### src/rtl/subcore_mem_arbiter_if.sv
`default_nettype none
// ============================================================================
//  Module   : subcore_mem_arbiter_if
//  Purpose  : Bundle of the request/response handshake and the memory-side
//             bus used by subcore_mem_arbiter.
//  Ports    : (signals)
//             req_valid/req_ready/req_addr/req_din/req_we  - requester side
//             resp_valid/resp_dout                         - read return
//             mem_en/mem_we/mem_addr/mem_din/mem_dout      - shared BRAM
//             err_oob                                      - sticky range error
//  Modports : slave  - arbiter view
//             master - requesters + memory view (testbench / integration)
//  Revision : 1.0  initial release
// ============================================================================
interface subcore_mem_arbiter_if #(
    parameter int NUM_PORTS = 4,
    parameter int ADDR_W    = 17,
    parameter int DATA_W    = 32
);
    logic [NUM_PORTS-1:0]        req_valid;
    logic [NUM_PORTS-1:0]        req_ready;
    logic [NUM_PORTS*32-1:0]     req_addr;
    logic [NUM_PORTS*DATA_W-1:0] req_din;
    logic [NUM_PORTS-1:0]        req_we;
    logic [NUM_PORTS-1:0]        resp_valid;
    logic [DATA_W-1:0]           resp_dout;
    logic                        mem_en;
    logic                        mem_we;
    logic [ADDR_W-1:0]           mem_addr;
    logic [DATA_W-1:0]           mem_din;
    logic [DATA_W-1:0]           mem_dout;
    logic                        err_oob;

    modport slave (
        input  req_valid, req_addr, req_din, req_we, mem_dout,
        output req_ready, resp_valid, resp_dout,
               mem_en, mem_we, mem_addr, mem_din, err_oob
    );

    modport master (
        output req_valid, req_addr, req_din, req_we, mem_dout,
        input  req_ready, resp_valid, resp_dout,
               mem_en, mem_we, mem_addr, mem_din, err_oob
    );
endinterface
`default_nettype wire

### src/rtl/subcore_mem_arbiter.sv
`default_nettype none
// ============================================================================
//  Module   : subcore_mem_arbiter
//  Purpose  : Round-robin arbiter sharing one single-port data memory among
//             NUM_PORTS requesters. At most one access is granted per cycle;
//             each load is tagged with its port and its data is returned to
//             that port MEM_LATENCY cycles after the grant.
//  Ports    : clk  - clock, rising edge
//             rst  - asynchronous, active-high reset
//             bus  - subcore_mem_arbiter_if.slave (requests, responses,
//                    memory strobes, err_oob)
//  Options  : MEM_ARB_BOUNDS_EN - when defined, accesses at or above DEPTH are
//             consumed without touching memory, loads return zero and err_oob
//             latches. When undefined the address is simply truncated.
//  Revision : 1.0  initial release
// ============================================================================
module subcore_mem_arbiter #(
    parameter int NUM_PORTS   = 4,
    parameter int DEPTH       = 131072,
    parameter int ADDR_W      = 17,
    parameter int DATA_W      = 32,
    parameter int MEM_LATENCY = 2
) (
    input  logic                  clk,
    input  logic                  rst,
    subcore_mem_arbiter_if.slave  bus
);

    localparam int PTR_W = (NUM_PORTS > 1) ? $clog2(NUM_PORTS) : 1;

    // ------------------------------------------------------------------------
    // Arbitration: winner index and "any grant" flag
    // ------------------------------------------------------------------------
    logic             w_found;
    logic [PTR_W-1:0] w_win;

    generate
        if (NUM_PORTS == 1) begin : g_single
            // Single requester: pointer is constant zero, grant follows valid.
            assign w_found = bus.req_valid[0] & ~rst;
            assign w_win   = '0;
        end else begin : g_rr
            logic [PTR_W-1:0]     r_ptr;
            logic [NUM_PORTS-1:0] w_rot;
            logic [PTR_W-1:0]     w_off;
            logic                 w_any;
            logic [PTR_W:0]       w_sum;

            always_comb begin
                // Rotate so bit 0 is the port at the pointer; the first set
                // bit then gives the offset of the winner from the pointer.
                w_rot = NUM_PORTS'({bus.req_valid, bus.req_valid} >> r_ptr);
                w_any = 1'b0;
                w_off = '0;
                for (int j = NUM_PORTS - 1; j >= 0; j--) begin
                    if (w_rot[j]) begin
                        w_any = 1'b1;
                        w_off = PTR_W'(j);
                    end
                end
                w_sum = {1'b0, r_ptr} + {1'b0, w_off};
                if (w_sum >= (PTR_W+1)'(NUM_PORTS)) begin
                    w_sum = w_sum - (PTR_W+1)'(NUM_PORTS);
                end
            end

            // No grants while reset is held, so nothing is consumed then.
            assign w_found = w_any & ~rst;
            assign w_win   = w_sum[PTR_W-1:0];

            always_ff @(posedge clk or posedge rst) begin
                if (rst) begin
                    r_ptr <= '0;
                end else if (w_found) begin
                    r_ptr <= (w_win == PTR_W'(NUM_PORTS - 1)) ? '0 : w_win + 1'b1;
                end
            end
        end
    endgenerate

    // ------------------------------------------------------------------------
    // Grant vector and winner request mux
    // ------------------------------------------------------------------------
    logic [NUM_PORTS-1:0] w_grant;
    logic [31:0]          w_addr32;
    logic [DATA_W-1:0]    w_din;
    logic                 w_we;

    always_comb begin
        w_grant  = '0;
        w_addr32 = '0;
        w_din    = '0;
        w_we     = 1'b0;
        for (int i = 0; i < NUM_PORTS; i++) begin
            w_grant[i] = w_found && (w_win == PTR_W'(i));
            if (w_grant[i]) begin
                w_addr32 = bus.req_addr[32*i +: 32];
                w_din    = bus.req_din[DATA_W*i +: DATA_W];
                w_we     = bus.req_we[i];
            end
        end
    end

    assign bus.req_ready = w_grant;

    // ------------------------------------------------------------------------
    // Range check
    // ------------------------------------------------------------------------
    logic w_oob;

`ifdef MEM_ARB_BOUNDS_EN
    logic r_err_oob;

    assign w_oob = w_found && (w_addr32 >= 32'(DEPTH));

    always_ff @(posedge clk or posedge rst) begin
        if (rst) begin
            r_err_oob <= 1'b0;
        end else if (w_oob) begin
            r_err_oob <= 1'b1;
        end
    end

    assign bus.err_oob = r_err_oob;
`else
    // Upper address bits are deliberately dropped in this build.
    logic w_unused_addr_hi;

    assign w_oob            = 1'b0;
    assign w_unused_addr_hi = ^w_addr32[31:ADDR_W];
    assign bus.err_oob      = 1'b0;
`endif

    // ------------------------------------------------------------------------
    // Memory drive
    // ------------------------------------------------------------------------
    assign bus.mem_en   = w_found & ~w_oob;
    assign bus.mem_we   = w_found & w_we & ~w_oob;
    assign bus.mem_addr = w_addr32[ADDR_W-1:0];
    assign bus.mem_din  = w_din;

    // ------------------------------------------------------------------------
    // Read tag pipeline: one stage per cycle of memory latency. Stage 0 is
    // loaded at the grant edge, so the last stage is valid exactly in the
    // cycle the memory presents the data.
    // ------------------------------------------------------------------------
    logic [MEM_LATENCY-1:0] r_tag_v;
    logic [MEM_LATENCY-1:0] r_tag_oob;
    logic [PTR_W-1:0]       r_tag_port [MEM_LATENCY];

    always_ff @(posedge clk or posedge rst) begin
        if (rst) begin
            r_tag_v   <= '0;
            r_tag_oob <= '0;
            for (int s = 0; s < MEM_LATENCY; s++) begin
                r_tag_port[s] <= '0;
            end
        end else begin
            r_tag_v[0]    <= w_found & ~w_we;
            r_tag_oob[0]  <= w_oob;
            r_tag_port[0] <= w_win;
            for (int s = 1; s < MEM_LATENCY; s++) begin
                r_tag_v[s]    <= r_tag_v[s-1];
                r_tag_oob[s]  <= r_tag_oob[s-1];
                r_tag_port[s] <= r_tag_port[s-1];
            end
        end
    end

    // ------------------------------------------------------------------------
    // Response return
    // ------------------------------------------------------------------------
    always_comb begin
        bus.resp_valid = '0;
        for (int i = 0; i < NUM_PORTS; i++) begin
            bus.resp_valid[i] = r_tag_v[MEM_LATENCY-1] &&
                                (r_tag_port[MEM_LATENCY-1] == PTR_W'(i));
        end
        // Out-of-range loads never read memory, so their data is forced to 0.
        bus.resp_dout = (r_tag_v[MEM_LATENCY-1] && !r_tag_oob[MEM_LATENCY-1]) ?
                        bus.mem_dout : '0;
    end

endmodule
`default_nettype wire
### src/flat_wrapper.sv
// flat-port wrapper written by rule: the top's interface ports become plain ports
module subcore_mem_arbiter_flat 
#(
    parameter int NUM_PORTS   = 4,
    parameter int DEPTH       = 131072,
    parameter int ADDR_W      = 17,
    parameter int DATA_W      = 32,
    parameter int MEM_LATENCY = 2
)
  (clk, rst, bus_req_valid, bus_req_addr, bus_req_din, bus_req_we, bus_mem_dout, bus_req_ready, bus_resp_valid, bus_resp_dout, bus_mem_en, bus_mem_we, bus_mem_addr, bus_mem_din, bus_err_oob);
  subcore_mem_arbiter_if #(.NUM_PORTS(NUM_PORTS), .ADDR_W(ADDR_W), .DATA_W(DATA_W)) bus_i ();
  input  logic clk;
  input  logic rst;
  input wire logic [$bits(bus_i.req_valid)-1:0] bus_req_valid;
  input wire logic [$bits(bus_i.req_addr)-1:0] bus_req_addr;
  input wire logic [$bits(bus_i.req_din)-1:0] bus_req_din;
  input wire logic [$bits(bus_i.req_we)-1:0] bus_req_we;
  input wire logic [$bits(bus_i.mem_dout)-1:0] bus_mem_dout;
  output wire logic [$bits(bus_i.req_ready)-1:0] bus_req_ready;
  output wire logic [$bits(bus_i.resp_valid)-1:0] bus_resp_valid;
  output wire logic [$bits(bus_i.resp_dout)-1:0] bus_resp_dout;
  output wire logic [$bits(bus_i.mem_en)-1:0] bus_mem_en;
  output wire logic [$bits(bus_i.mem_we)-1:0] bus_mem_we;
  output wire logic [$bits(bus_i.mem_addr)-1:0] bus_mem_addr;
  output wire logic [$bits(bus_i.mem_din)-1:0] bus_mem_din;
  output wire logic [$bits(bus_i.err_oob)-1:0] bus_err_oob;
  assign bus_i.req_valid = bus_req_valid;
  assign bus_i.req_addr = bus_req_addr;
  assign bus_i.req_din = bus_req_din;
  assign bus_i.req_we = bus_req_we;
  assign bus_i.mem_dout = bus_mem_dout;
  assign bus_req_ready = bus_i.req_ready;
  assign bus_resp_valid = bus_i.resp_valid;
  assign bus_resp_dout = bus_i.resp_dout;
  assign bus_mem_en = bus_i.mem_en;
  assign bus_mem_we = bus_i.mem_we;
  assign bus_mem_addr = bus_i.mem_addr;
  assign bus_mem_din = bus_i.mem_din;
  assign bus_err_oob = bus_i.err_oob;
  subcore_mem_arbiter #(.NUM_PORTS(NUM_PORTS), .DEPTH(DEPTH), .ADDR_W(ADDR_W), .DATA_W(DATA_W), .MEM_LATENCY(MEM_LATENCY)) u_core (.clk(clk), .rst(rst), .bus(bus_i));
endmodule
### config.mk
export PLATFORM = sky130hd
export DESIGN_NAME = subcore_mem_arbiter_flat
export DESIGN_NICKNAME = d
export VERILOG_FILES = /design/src/rtl/subcore_mem_arbiter_if.sv /design/src/rtl/subcore_mem_arbiter.sv /design/src/flat_wrapper.sv
export SDC_FILE = /design/constraint.sdc
export NUM_CORES = 1
export LEC_CHECK = 0
export ABC_AREA = 1
export CAP_MARGIN = 30
export CORE_AREA = 3 3 148 150
export CTS_BUF_LIST = sky130_fd_sc_hd__clkbuf_4
export DETAILED_ROUTE_END_ITERATION = 10
export DIE_AREA = 0 0 151 153
export PLACE_DENSITY = 0.65
export RECOVER_POWER = 100
export SETUP_SLACK_MARGIN = 0.5
export SLEW_MARGIN = 5
export SYNTH_ARGS = -nofsm -noshare
export SYNTH_HDL_FRONTEND = slang
export SYNTH_SLANG_ARGS = --single-unit
### constraint.sdc
create_clock -name clk -period 2.8 [get_ports clk]
set_input_delay 0.42 -clock clk [delete_from_list [all_inputs] [get_ports clk]]
set_output_delay 0.42 -clock clk [all_outputs]
set_load 0.1 [all_outputs]
==> impl_metrics.env, run 1 <==
export IMPL_synth_edf_count=0
export IMPL_globalplace_congestion=0.870
export IMPL_grt_pass1_wl_microns=30500
export IMPL_boundaryPins=390
export IMPL_grt_overflow=0
export IMPL_htree_num_levels=1
export IMPL_nets=1364
export IMPL_synthToLayoutAreaGrowth_pct=184
export IMPL_mostFrequentLayoutCell="clkdlybuf4s50_1"
export IMPL_initial_utilization_pct=16.1
export IMPL_cts_hold_buf=0
export IMPL_rsz0062_at_grt="true"
export IMPL_synth_area_sq_um=3360
export IMPL_tritoncts="yes"
export IMPL_first_global_vias=5792
export IMPL_violations="negative setup slack"
export IMPL_end_kind="output port"
export IMPL_track_usage_pct=16.3
export IMPL_synth_seq_area_share_pct=5.96
export IMPL_syn_area_per_cell_sq_um=4.78
export IMPL_pre_cts_ws_ns=-0.798
export IMPL_drcViolationCount=0
export IMPL_finalCritPeriodShare_pct=122
export IMPL_setup_viol=54
export IMPL_drtIter0Drc=222
export IMPL_grt_antenna_before_repair=1
export IMPL_async_flop_share_pct=100
export IMPL_tightest_slew_ns=1.27
export IMPL_hold_path_class="reg2reg"
export IMPL_final_area_sq_um=9550
export IMPL_clock_root_buffer="clkbuf_4"
export IMPL_syn_nets=1005
export IMPL_fp_row_count=53
export IMPL_status="finished with violations"
export IMPL_crit_path_max_incr_delay_ns=0.45
export IMPL_grt_max_degree=66
export IMPL_max_slew_margin_pct=15.4
export IMPL_worstPathArrival_ns=2.99
export IMPL_syn_inst=702
export IMPL_ys_ff_latch=8
export IMPL_synth_ff_type="dfrtp_1"
export IMPL_viasPerCell=4.42
export IMPL_crit_type="reg2out"
export IMPL_numPortBuffers=328
export IMPL_maxCapViolCount=0
export IMPL_die_h_microns=153
export IMPL_drive_gt1_share_pct=36.4
export IMPL_yosysWarnings=0
export IMPL_cts_sinks=8
export IMPL_critPathTopFamily="simple AND/OR/NAND/NOR gates"
export IMPL_r2r_slack_ns=0.21
export IMPL_final_cell_mix="clkdlybuf4s50_1 (232), nand2_1 (172), nand4_1 (101)"
export IMPL_dp_hpwl_microns=14700
export IMPL_cpMostUsedCell="nand2_2"
export IMPL_wire_per_inst_microns=15.8
export IMPL_fin_skew_ns=0.0000825
export IMPL_worstPathRequired_ns=2.38
export IMPL_vias=5895
export IMPL_slew_violations=0
export IMPL_ys_types=24
export IMPL_path_cells="inv_4 -> nand2_2 -> nand3_1 -> nand2_2 -> nand2_2 -> inv_2 -> nand2_4 -> xor2_4 -> xor2_4 -> inv_2 -> ha_4 -> buf_4 -> buf_8 -> nor2_2 -> nand4_1 -> nand2_2 -> a21oi_2 -> nor2_4 -> buf_12"
export IMPL_fin_ws_ns=-0.611
export IMPL_cts_buffers=3
export IMPL_cp_start_kind="register"
export IMPL_utilization_pct=45.9
export IMPL_dieWidth_microns=151
export IMPL_clkTransAtPathRegs_ns=0.05
export IMPL_worst_path_max_fanout=9
export IMPL_clock_latency_ns=0.25
export IMPL_hold_viol_final=0
export IMPL_coreArea_sq_um=20800
export IMPL_cp_slowest_cell="dfrtp_2"
export IMPL_wl_microns=21100
export IMPL_worst_path_buf_inv=6
export IMPL_dr_pass1_iters=4
export IMPL_fmax_mhz=293
export IMPL_post_dp_cell_area_sq_um=8170
export IMPL_fin_crit_ns=3.41
export IMPL_cts_buffer_depth=2
export IMPL_die_area_sq_um=23100
export IMPL_final_antenna_net_count=0
## path summary, 6_finish.rpt
path                                         to                 start  cells after the start
min                           u_core.r_tag_v[1]     u_core.r_tag_v[0]                      0
max                             bus_mem_din[11]  u_core.g_rr.r_ptr[0]                     19
min reg2reg                   u_core.r_tag_v[1]     u_core.r_tag_v[0]                      0
min in group asynchronous  u_core.r_tag_port[2]                   rst                      3
max in group asynchronous  u_core.g_rr.r_ptr[1]                   rst                      3
max reg2reg                   u_core.r_tag_v[0]  u_core.g_rr.r_ptr[0]                     18
## routing by layer
metal  global-route usage, %  share of wire [%]
met1                    17.9                 37
met2                    30.9                 52
met3                    4.12                8.7
met4                    3.84                2.4
met5                       0                  0
## synthesized netlist by cell type, types with 2 or more instances
master	count	share of area [%]
buf_2	9	1.3
xor2_1	2	0.52
inv_2	9	1.0
nor2_1	151	17
nand2_1	200	22
buf_6	10	3.4
dfrtp_1	8	6.0
nand4_1	101	19
a21oi_1	49	7.3
ha_1	5	1.9
buf_4	6	1.3
inv_1	91	10
nand3_1	10	1.5
buf_1	3	0.34
nand3_4	2	1.0
clkbuf_1	35	3.9
nor3_1	4	0.60
## area by class of cell
class                   count  area (sq um)
well taps                 275           344
flip-flops and latches      8           203
repair buffers            418          5120
diodes                      1          2.50
clock buffers               3          22.5
inverters                 100           403
multi-input cells         530          3460
fillers                  1998         11300
## state kept, by name, summed over array words and instances, names as in the netlist
register and cells:
u_core.g_rr.r_ptr 2, u_core.r_tag_port 4, u_core.r_tag_v 2
## cells by family (layout without fill, tap and decap cells)
| kind of cell | after synthesis | after routing | synth area share, % |
|---|---|---|---|
| AO/OA/AOI/OAI | 52 | 52 | 7.90 |
| XOR/XNOR | 2 | 2 | 0.522 |
| adder cells (fa/ha/maj) | 5 | 5 | 1.86 |
| buffers and inverters | 164 | 521 | 21.9 |
| flip-flops | 8 | 8 | 5.96 |
| other | 1 | 2 | 0.112 |
| AND/OR/NAND/NOR | 470 | 470 | 61.7 |
## stage by stage
step / hold WS (ns) / cells / TNS (ns)
final: 0.348 / 1335 / -27.88
after global routing: 0.352 / 1335 / -36.29
after CTS: 0.345 / 1324 / -25.31
after detailed placement: 0.336 / 1293 / -38.40
after global placement: 0.334 / 1293 / -36.54
after floorplan: 0.331 / 702 / -13.43
## repair_timing
item,in CTS,in global routing
endpoints found under the setup margin,56,57
cloned,9,6
setup buffers,19,4
gates resized for setup,129,84
pin swaps,61,138
Power of run 1 is left out: the tool's default activity adds up to more than one toggle a clock period on the data nets, which glitch-free logic cannot reach.
==> run 2, diff against run 1 <==
--- a/config.mk
+++ b/config.mk
@@ -6,7 +6,8 @@
 export NUM_CORES = 1
 export LEC_CHECK = 0
 export ABC_AREA = 1
-export CAP_MARGIN = 30
+export ABC_CLOCK_PERIOD_IN_PS = 2800
+export CAP_MARGIN = 20
 export CORE_AREA = 3 3 148 150
 export CTS_BUF_LIST = sky130_fd_sc_hd__clkbuf_4
 export DETAILED_ROUTE_END_ITERATION = 10
==> results of run 2 <==
Same layout as run 1: the final DEF is identical, and so are final timing and power.
Power of run 2 is left out for the same reason.
